$ cat src/rtl/prog_loader.sv
// prog_loader
//   Feeds a processor's instruction memory from a byte stream, then runs it.
//   Bytes arrive on a valid/ready/last stream and are packed big-endian into
//   32-bit words. Each word goes out as a single-cycle write to consecutive
//   word addresses. Once the word holding the final byte has been written,
//   `working` stays high for RUN_CYCLES cycles and is followed by a
//   single-cycle `done` pulse.
//
// Parameters
//   MEM_DEPTH   instruction-memory depth in words; writes at index >= MEM_DEPTH
//               are dropped and flagged through `overflow`
//   RUN_CYCLES  number of cycles `working` is held high per run (>= 1)
//
// Ports
//   clock       system clock, rising edge
//   rst_n       asynchronous active-low reset
//   in_data     program byte; the first byte of a word lands in wdata[31:24]
//   in_valid    in_data valid
//   in_last     final byte of the program; looked at only when a byte is accepted
//   in_ready    loader can accept a byte this cycle
//   addr        instruction-memory word address
//   wr          write strobe, one cycle per stored word
//   wdata       instruction word to write
//   working     processor run enable
//   done        single-cycle pulse at the end of the run window
//   overflow    sticky: at least one word was dropped in the current/last load
//   word_count  words actually written in the current/last load (saturates)

module prog_loader #(
  parameter int unsigned MEM_DEPTH  = 16,
  parameter int unsigned RUN_CYCLES = 28
) (
  input  logic        clock,
  input  logic        rst_n,
  input  logic [7:0]  in_data,
  input  logic        in_valid,
  input  logic        in_last,
  output logic        in_ready,
  output logic [31:0] addr,
  output logic        wr,
  output logic [31:0] wdata,
  output logic        working,
  output logic        done,
  output logic        overflow,
  output logic [7:0]  word_count
);

  typedef enum logic [2:0] {
    S_IDLE,
    S_LOAD,
    S_WRITE,
    S_RUN,
    S_DONE
  } state_e;

  state_e      state_q, state_d;
  logic [23:0] pack_q, pack_d;      // bytes already taken for the word in progress
  logic [1:0]  cnt_q, cnt_d;        // number of bytes held in pack_q
  logic [31:0] idx_q, idx_d;        // word index; never wraps at MEM_DEPTH
  logic        last_q, last_d;      // the word being written held the last byte
  logic [31:0] run_q, run_d;        // cycles already spent in RUN

  logic        in_ready_q, in_ready_d;
  logic [31:0] addr_q, addr_d;
  logic        wr_q, wr_d;
  logic [31:0] wdata_q, wdata_d;
  logic        working_q, working_d;
  logic        done_q, done_d;
  logic        ovf_q, ovf_d;
  logic [7:0]  wcnt_q, wcnt_d;

  // Starting values for the byte-accept path. In IDLE a new program begins, so
  // the per-load bookkeeping starts from zero. In LOAD it continues from the
  // registered values.
  logic        accept;
  logic [23:0] pack_base;
  logic [1:0]  cnt_base;
  logic [31:0] idx_base;
  logic [7:0]  wcnt_base;
  logic        ovf_base;
  logic [31:0] shifted;
  logic [2:0]  nbytes;
  logic [31:0] word;

  assign in_ready   = in_ready_q;
  assign addr       = addr_q;
  assign wr         = wr_q;
  assign wdata      = wdata_q;
  assign working    = working_q;
  assign done       = done_q;
  assign overflow   = ovf_q;
  assign word_count = wcnt_q;

  always_comb begin
    state_d    = state_q;
    pack_d     = pack_q;
    cnt_d      = cnt_q;
    idx_d      = idx_q;
    last_d     = last_q;
    run_d      = run_q;
    in_ready_d = 1'b0;
    addr_d     = addr_q;
    wr_d       = 1'b0;
    wdata_d    = wdata_q;
    working_d  = 1'b0;
    done_d     = 1'b0;
    ovf_d      = ovf_q;
    wcnt_d     = wcnt_q;

    accept    = in_valid && in_ready_q;
    pack_base = pack_q;
    cnt_base  = cnt_q;
    idx_base  = idx_q;
    wcnt_base = wcnt_q;
    ovf_base  = ovf_q;
    shifted   = '0;
    nbytes    = '0;
    word      = '0;

    unique case (state_q)
      S_IDLE, S_LOAD: begin
        in_ready_d = 1'b1;
        if (state_q == S_IDLE) begin
          pack_base = '0;
          cnt_base  = '0;
          idx_base  = '0;
          wcnt_base = '0;
          ovf_base  = 1'b0;
        end

        shifted = {pack_base, in_data};
        nbytes  = {1'b0, cnt_base} + 3'd1;
        // Left-align a partial word so the bytes received so far occupy the
        // top byte lanes and the unused lanes below them are zero.
        unique case (nbytes)
          3'd1:    word = {shifted[7:0], 24'h0};
          3'd2:    word = {shifted[15:0], 16'h0};
          3'd3:    word = {shifted[23:0], 8'h0};
          default: word = shifted;
        endcase

        if (accept) begin
          idx_d  = idx_base;
          wcnt_d = wcnt_base;
          ovf_d  = ovf_base;
          if (nbytes == 3'd4 || in_last) begin
            // The write outputs are registered on the edge that accepts the
            // byte completing the word, so they are already valid during the
            // WRITE cycle itself.
            state_d    = S_WRITE;
            in_ready_d = 1'b0;
            last_d     = in_last;
            pack_d     = '0;
            cnt_d      = '0;
            idx_d      = idx_base + 32'd1;
            if (idx_base < MEM_DEPTH) begin
              wr_d    = 1'b1;
              addr_d  = idx_base;
              wdata_d = word;
              wcnt_d  = (wcnt_base == 8'hFF) ? 8'hFF : wcnt_base + 8'd1;
            end else begin
              ovf_d = 1'b1;
            end
          end else begin
            state_d = S_LOAD;
            pack_d  = shifted[23:0];
            cnt_d   = nbytes[1:0];
          end
        end
      end

      S_WRITE: begin
        if (last_q) begin
          state_d   = S_RUN;
          working_d = 1'b1;
          addr_d    = '0;
          run_d     = '0;
        end else begin
          state_d    = S_LOAD;
          in_ready_d = 1'b1;
        end
      end

      S_RUN: begin
        addr_d = '0;
        run_d  = run_q + 32'd1;
        if (run_q == 32'(RUN_CYCLES - 1)) begin
          state_d = S_DONE;
          done_d  = 1'b1;
        end else begin
          working_d = 1'b1;
        end
      end

      S_DONE: begin
        addr_d     = '0;
        state_d    = S_IDLE;
        in_ready_d = 1'b1;
      end

      default: begin
        state_d = S_IDLE;
        addr_d  = '0;
      end
    endcase
  end

  always_ff @(posedge clock or negedge rst_n) begin
    if (!rst_n) begin
      state_q    <= S_IDLE;
      pack_q     <= '0;
      cnt_q      <= '0;
      idx_q      <= '0;
      last_q     <= 1'b0;
      run_q      <= '0;
      in_ready_q <= 1'b0;
      addr_q     <= '0;
      wr_q       <= 1'b0;
      wdata_q    <= '0;
      working_q  <= 1'b0;
      done_q     <= 1'b0;
      ovf_q      <= 1'b0;
      wcnt_q     <= '0;
    end else begin
      state_q    <= state_d;
      pack_q     <= pack_d;
      cnt_q      <= cnt_d;
      idx_q      <= idx_d;
      last_q     <= last_d;
      run_q      <= run_d;
      in_ready_q <= in_ready_d;
      addr_q     <= addr_d;
      wr_q       <= wr_d;
      wdata_q    <= wdata_d;
      working_q  <= working_d;
      done_q     <= done_d;
      ovf_q      <= ovf_d;
      wcnt_q     <= wcnt_d;
    end
  end

endmodule

$ cat config.mk
export PLATFORM = sky130hd
export DESIGN_NAME = prog_loader
export DESIGN_NICKNAME = d
export VERILOG_FILES = /design/src/rtl/prog_loader.sv
export SDC_FILE = /design/constraint.sdc
export NUM_CORES = 1
export LEC_CHECK = 0
export CAP_MARGIN = 20
export CORE_ASPECT_RATIO = 0.75
export CORE_UTILIZATION = 30
export CTS_CLUSTER_SIZE = 12
export DETAILED_ROUTE_END_ITERATION = 12
export GPL_TIMING_DRIVEN = 0
export PLACE_DENSITY = 0.59
export SLEW_MARGIN = 30
export SYNTH_ARGS = -nofsm -noshare
export SYNTH_HDL_FRONTEND = slang
export SYNTH_SLANG_ARGS = --single-unit
$ cat constraint.sdc
create_clock -name clock -period 3.6 [get_ports clock]
set_input_delay 0.9 -clock clock [delete_from_list [all_inputs] [get_ports clock]]
set_output_delay 0.9 -clock clock [all_outputs]
set_load 0.03 [all_outputs]
==> results of run 1 <==
logic make-up after synthesis:
family | after synthesis | synth area share [%]
AND/OR/NAND/NOR | 338 | 22.1
flip-flops | 171 | 50.9
AO/OA/AOI/OAI | 166 | 14.8
buffers and inverters | 62 | 3.29
multiplexers | 41 | 6.08
XOR/XNOR | 17 | 1.77
adder cells (fa/ha/maj) | 7 | 1.04
how the worst max path moves through the flow:
stage / from / endpoint / slack [ps] / cells past startpoint
4_1_cts: state_q[0] / idx_q[31] / 40 / 12
3_5_place_dp: state_q[0] / idx_q[25] / -710 / 13
6_report: state_q[1] / pack_q[18] / 210 / 13
5_1_grt: state_q[1] / pack_q[20] / 30 / 13
2_1_floorplan: state_q[1] / pack_q[16] / 550 / 14
3_3_place_gp: rst_n / run_q[14] / -5730 / 1
per-stage QoR:
step           worst slack, ps  utilization [%]  power (mW)  instance area, um^2
6_report                   206             38.5        6.74                10500
5_1_grt                   31.2             38.5        7.10                10500
4_1_cts                   38.2             38.4        6.79                10500
3_5_place_dp              -710             35.9        4.69                 9790
3_3_place_gp             -5730             35.7        4.66                 9730
2_1_floorplan              553                -        3.87                 8410
power groups by stage:
stage / logic (mW) / registers, mW / clock network [mW]
floorplan: 1.04 / 2.82 / 0
global placement: 2.08 / 2.58 / 0
detailed placement: 2.12 / 2.58 / 0
CTS: 2.13 / 2.54 / 2.12
global route: 2.30 / 2.59 / 2.21
finish: 2.12 / 2.55 / 2.08
layout by cell type (no fill, tap or decap), types with 4 or more instances in the layout:
master	count
o211ai_1	11
ha_1	7
clkbuf_2	4
a22oi_1	17
bufinv_16	5
mux2_4	19
inv_1	12
clkbuf_1	28
nor4_2	5
nor3_1	15
xnor2_1	11
clkbuf_16	17
o21ai_0	36
xor2_1	6
and4_1	4
a221oi_2	7
a211oi_1	4
nor2_1	21
nand4_1	31
buf_1	5
a21oi_1	15
nor4_1	14
mux2_2	5
a22o_1	27
nand3_1	49
clkdlybuf4s50_1	87
nand2_1	111
mux2i_1	17
and2_1	11
nor4_4	5
o31ai_1	14
dfrtp_1	171
buf_6	4
and3_1	44
a21bo_2	8
o22ai_1	4
layout make-up:
type,instances,area share (%)
Sequential cell,171,40.8
Clock inverter,13,2.03
Inverter,12,0.429
Tap cell,351,4.18
Buffer,49,2.30
Timing Repair Buffer,90,8.97
Clock buffer,19,4.32
Multi-Input combinational cell,569,37.0
layer usage:
layer / up-vias / share of wire [%] / routed length [um] / global-route usage, %
met1: 3307 / 51 / 11500 / 24.1
met2: 174 / 43 / 9820 / 23.6
li1: 3189 / - / - / -
met4: 0 / 0.66 / 149 / 3.35
met3: 9 / 5.1 / 1150 / 3.76
met5: - / 0 / 0 / 0
worst max-delay path: stages (launching register included):
cell      delay, ps
dfrtp_1         440
or3_1           450
buf_6           180
clkbuf_4        270
nand2_1         180
inv_1            80
ha_1            190
buf_4           180
nor2_2          270
clkbuf_4        270
nand2_1         160
nor2_4          230
clkbuf_4        270
a22o_1          140
flip-flops by register name, summed over array words and instances, names as in the netlist, 2 cells and up:
| signal | flops |
|---|---|
| run_q | 32 |
| cnt_q | 2 |
| state_q | 3 |
| addr | 32 |
| pack_q | 24 |
| word_count | 8 |
| idx_q | 32 |
| wdata | 32 |
==> flow_metrics.tcl, run 1 <==
set metrics [dict create \
    first_pass_iters 5 \
    setup_viol_count_final 0 \
    critPathArrivalTime_ps 3760 \
    die_w_um 195 \
    start_util_pct 30.9 \
    cp.required_ps 3970 \
    p_clk_share_pct 30.8 \
    track_usage_pct 16.1 \
    grt_pass1_vias 6439 \
    via_count 6679 \
    netSwitchingFraction_pct 34.9 \
    maxCapViolCount 0 \
    seq_power_share_pct 37.8 \
    worstPathMaxFanout 19 \
    grt_pass1_wl_um 36500 \
    cts_setup_buffers 0 \
    synth_cells 802 \
    start_kind "flop" \
    criticalPathCategory "reg2reg" \
    yosysUniqueCellTypes 69 \
    slew_headroom_pct 50.5 \
    insertedDiodeCount 0 \
    ir_worst_vdd_uv 389 \
    synth_commonest_cells "dfrtp_1 (171), nand2_1 (111), nand3_1 (49)" \
    routed_wl_um 22600 \
    r2r-end "pack_q[18]" \
    die_h_um 147 \
    hold_viol 0 \
    ys_top_cells_by_area "dfrtp_1 (51%), nand2_1 (5.0%), mux2_4 (3.4%)" \
    antenna_left 0 \
    design.die.area_mm2 0.0287 \
    placementRows 52 \
    drc_errors 0 \
    grt_overflow 0 \
    fin_nets 929 \
    yosysTopAreaCellShare_pct 50.9 \
    cts_hold_buf 0 \
    post_cts_resized 6 \
    drt-initial-drc-count 521 \
    period_needed_ps 3390 \
    tritoncts "built" \
    clkLatencyLatePin_ps 430 \
    max_freq_ghz 0.295 \
    core_mm2 0.0273 \
    globalplace.congestion 0.861 \
    yosysTopAreaCell "dfrtp_1" \
    switchingPower_mw 2.35 \
    period_share_pct 94.3 \
    syn_area_mm2 0.00841 \
    clkTransAtPathRegs_ps 70 \
    async_reset_ff_share_pct 100 \
    worst_pin_slew_ps 737 \
    drive_gt1_share_pct 12.9 \
    slew_viol_final 0 \
    grt_max_degree 78 \
    end_kind "flop" \
    ios 89 \
    multi_input_area_mm2 0.00388 \
    avgViaCountPerCell 5.24 \
    p_comb_share_pct 31.4 \
    port_buffers 88 \
    ff_latch_area_mm2 0.00428 \
    p_per_area_mw_per_mm2 643 \
    tns_ps 0 \
    synth_seq_cells 171 \
    areaGrowthSynthToFinish_pct 24.8 \
    final-instance-count-excl-fill 1274 \
    syn-num-nets 821 \
    post-place-cells 1243 \
    dp_hpwl_um 15800 \
    fin_skew_ps 12.6 \
    clockBufferDepth 2 \
    timing.rr.start "state_q[1]" \
    cts.sinks 171 \
    r2r_slack_ps 210 \
    num-fill-cells 2646 \
    grt_setup_unrepaired "false" \
    syn_avg_cell_area_um2 10.5 \
    synth_edf_count 0 \
    rr_worst_depth 13 \
    cts_buffers 17 \
    outcome "finished, final reports clean" \
    htree_levels 4 \
    leakagePower_nw 4.54 \
    clockRootBuffer "clkbuf_16" \
    intPower_mw 4.39 \
    fin_hold_ws_ps 285 \
    synthFlopType "dfrtp_1" \
    grt_antenna_before_repair 0 \
    synth.most_common_cell "dfrtp_1" \
    min_path_type "in2async" \
    wl_per_cell_um 17.8 \
    ys_seq_area_share_pct 50.9 \
    ys_warn_count 0 \
]
(Power assumes the default switching activity.)
==> run 2: changes to the inputs <==
--- a/config.mk
+++ b/config.mk
@@ -8,6 +8,7 @@
 export CAP_MARGIN = 20
 export CORE_ASPECT_RATIO = 0.75
 export CORE_UTILIZATION = 30
+export CTS_CLUSTER_DIAMETER = 30
 export CTS_CLUSTER_SIZE = 12
 export DETAILED_ROUTE_END_ITERATION = 12
 export GPL_TIMING_DRIVEN = 0
==> constraint.sdc (replaced) <==
create_clock -name clock -period 3.4 [get_ports clock]
set_input_delay 0.85 -clock clock [delete_from_list [all_inputs] [get_ports clock]]
set_output_delay 0.85 -clock clock [all_outputs]
set_load 0.03 [all_outputs]
==> run 2 against run 1 <==
Effect of this change:
- combinational power is 6% higher
- sequential power is 6% higher
- worst setup slack worse by 54 ps
- sequential share of layout area is 0.15 points lower
- highest routed layer unchanged
- critical path type unchanged
==> flow_metrics.tcl, run 2 (synthesized netlist as in run 1, its figures left out) <==
set metrics [dict create \
    outcome "finished, final reports clean" \
    hold_viol 0 \
    fin_nets 931 \
    die_h_um 147 \
    finalPower_mw 7.15 \
    die_w_um 195 \
    cts_hold_buf 0 \
    switchingPower_mw 2.50 \
    grt_max_degree 78 \
    tns_ps 0 \
    stdcell_area_mm2 0.0105 \
    design.die.area_mm2 0.0287 \
    seq_power_share_pct 37.7 \
    core_mm2 0.0273 \
    rr_worst_depth 12 \
    intPower_mw 4.66 \
    worst_slack_ps 152 \
    fin_hold_ws_ps 237 \
    tritoncts "built" \
    avgViaCountPerCell 5.27 \
    period_needed_ps 3250 \
    start_kind "flop" \
    grt_pass1_vias 6436 \
    ir_worst_vdd_uv 408 \
    drc_errors 0 \
    clkTransAtPathRegs_ps 70 \
    slew_viol_final 0 \
    max_freq_ghz 0.308 \
    cp_cell_sequence "or3_1 -> buf_6 -> buf_4 -> nand2_1 -> inv_1 -> ha_1 -> buf_4 -> nor2_4 -> or4_1 -> nor4_4 -> nand2_1 -> o41ai_2" \
    cpMaxStageDelayCell "or4_1" \
    layout_commonest_cell "dfrtp_1" \
    timing.rr.start "state_q[1]" \
    clkLatencyLatePin_ps 430 \
    crit_end "idx_q[31]" \
    routed_wl_um 22700 \
    worst_pin_slew_ps 678 \
    wl_per_cell_um 17.8 \
    grt_setup_unrepaired "true" \
    p_comb_share_pct 31.5 \
    cts_buffers 17 \
    placementRows 52 \
    min_path_type "in2async" \
    netSwitchingFraction_pct 34.9 \
    track_usage_pct 16.1 \
    p_clk_share_pct 30.8 \
    clockBufferDepth 2 \
    start_util_pct 30.9 \
    r2r_slack_ps 150 \
    drive_gt1_share_pct 13.5 \
    slew_headroom_pct 54.8 \
    cts.sinks 171 \
    grt_pass1_wl_um 36500 \
    criticalPathCategory "reg2reg" \
    port_buffers 88 \
    drt-initial-drc-count 490 \
    cp.required_ps 3730 \
    period_share_pct 95.5 \
    dp_hpwl_um 15800 \
    r2r-end "idx_q[31]" \
    insertedDiodeCount 0 \
    areaGrowthSynthToFinish_pct 25.2 \
    htree_levels 4 \
    p_per_area_mw_per_mm2 679 \
    first_pass_iters 5 \
    ios 89 \
    slowest_delay_ps 580 \
    grt_overflow 0 \
    critPathArrivalTime_ps 3570 \
    via_count 6730 \
    layout_common_cells "dfrtp_1 (171), nand2_1 (111), clkdlybuf4s50_1 (87)" \
    maxCapViolCount 0 \
    globalplace.congestion 0.861 \
    grt_antenna_before_repair 0 \
    post-place-ws_ps -910 \
    end_kind "flop" \
    antenna_left 0 \
    clockRootBuffer "clkbuf_16" \
    fin_skew_ps 12.0 \
    worstPathMaxFanout 19 \
    startpoint "state_q[1]" \
    place_area_mm2 0.00979 \
    leakagePower_nw 4.56 \
    setup_viol_count_final 0 \
]
[run 2: cell count changes in the layout (fill, tap and decap cells not counted), moves of 2 or more]
| cell | delta |
|---|---|
| buf_4 | +4 |
| nand3_2 | +2 |
| buf_1 | +2 |
| o21ai_1 | +2 |
| nand3_1 | -2 |
| o21ai_0 | -2 |
| clkbuf_1 | -3 |
[run 2: power by group through the flow]
stage / sequential (mW) / clock, mW / combinational [mW]
2_1_floorplan: 2.99 / 0 / 1.10
3_3_place_gp: 2.73 / 0 / 2.21
3_5_place_dp: 2.73 / 0 / 2.24
4_1_cts: 2.69 / 2.25 / 2.26
5_1_grt: 2.75 / 2.34 / 2.44
6_report: 2.70 / 2.20 / 2.25
[run 2: through the flow]
step                cells  util (%)
global route         1276      38.6
detailed placement   1243      35.9
floorplan             802         -
finish               1276      38.6
global placement     1241      35.7
CTS                  1274      38.5
[run 2: timing repair]
| action | in CTS | in global routing |
|---|---|---|
| gates resized for setup | 11 | 16 |
| setup buffers | 0 | 2 |
| pin swaps | 0 | 1 |
| endpoints found under the setup margin | 121 | 55 |
[run 2: worst min-delay path by stage]
stage / slack [ps] / end / start
floorplan: 440 / cnt_q[1] / cnt_q[1]
global placement: 460 / cnt_q[1] / cnt_q[1]
detailed placement: 460 / cnt_q[1] / cnt_q[1]
CTS: 230 / idx_q[24] / rst_n
global route: 230 / idx_q[24] / rst_n
finish: 240 / idx_q[24] / rst_n
[run 2: critical path: cells and delay by family, from the launching register on]
family / cells / cell delay [ps]
and+or+nand+nor: 6 / 1560
adders and majority gates: 1 / 170
buffers and inverters: 4 / 770
DFF: 1 / 440
AOI/OAI and AO/OA: 1 / 200
[run 2: per-layer routing]
metal	vias to the layer above	GRT usage (%)	share of wire, %	wire length, um
li1	3195	-	-	-
met1	3333	24.1	50	11400
met2	191	23.5	44	9890
met3	11	3.76	5.5	1250
met4	0	3.35	0.64	144
met5	-	0	0	0
[run 2: area by class of cell]
cell class	instances	area (um^2)
clock buffers	19	453
fillers	2643	16700
multi-input cells	569	3900
repair buffers	92	956
plain buffers	49	245
well taps	351	439
flip-flops and latches	171	4280
clock inverters	13	213
inverters	12	45.0
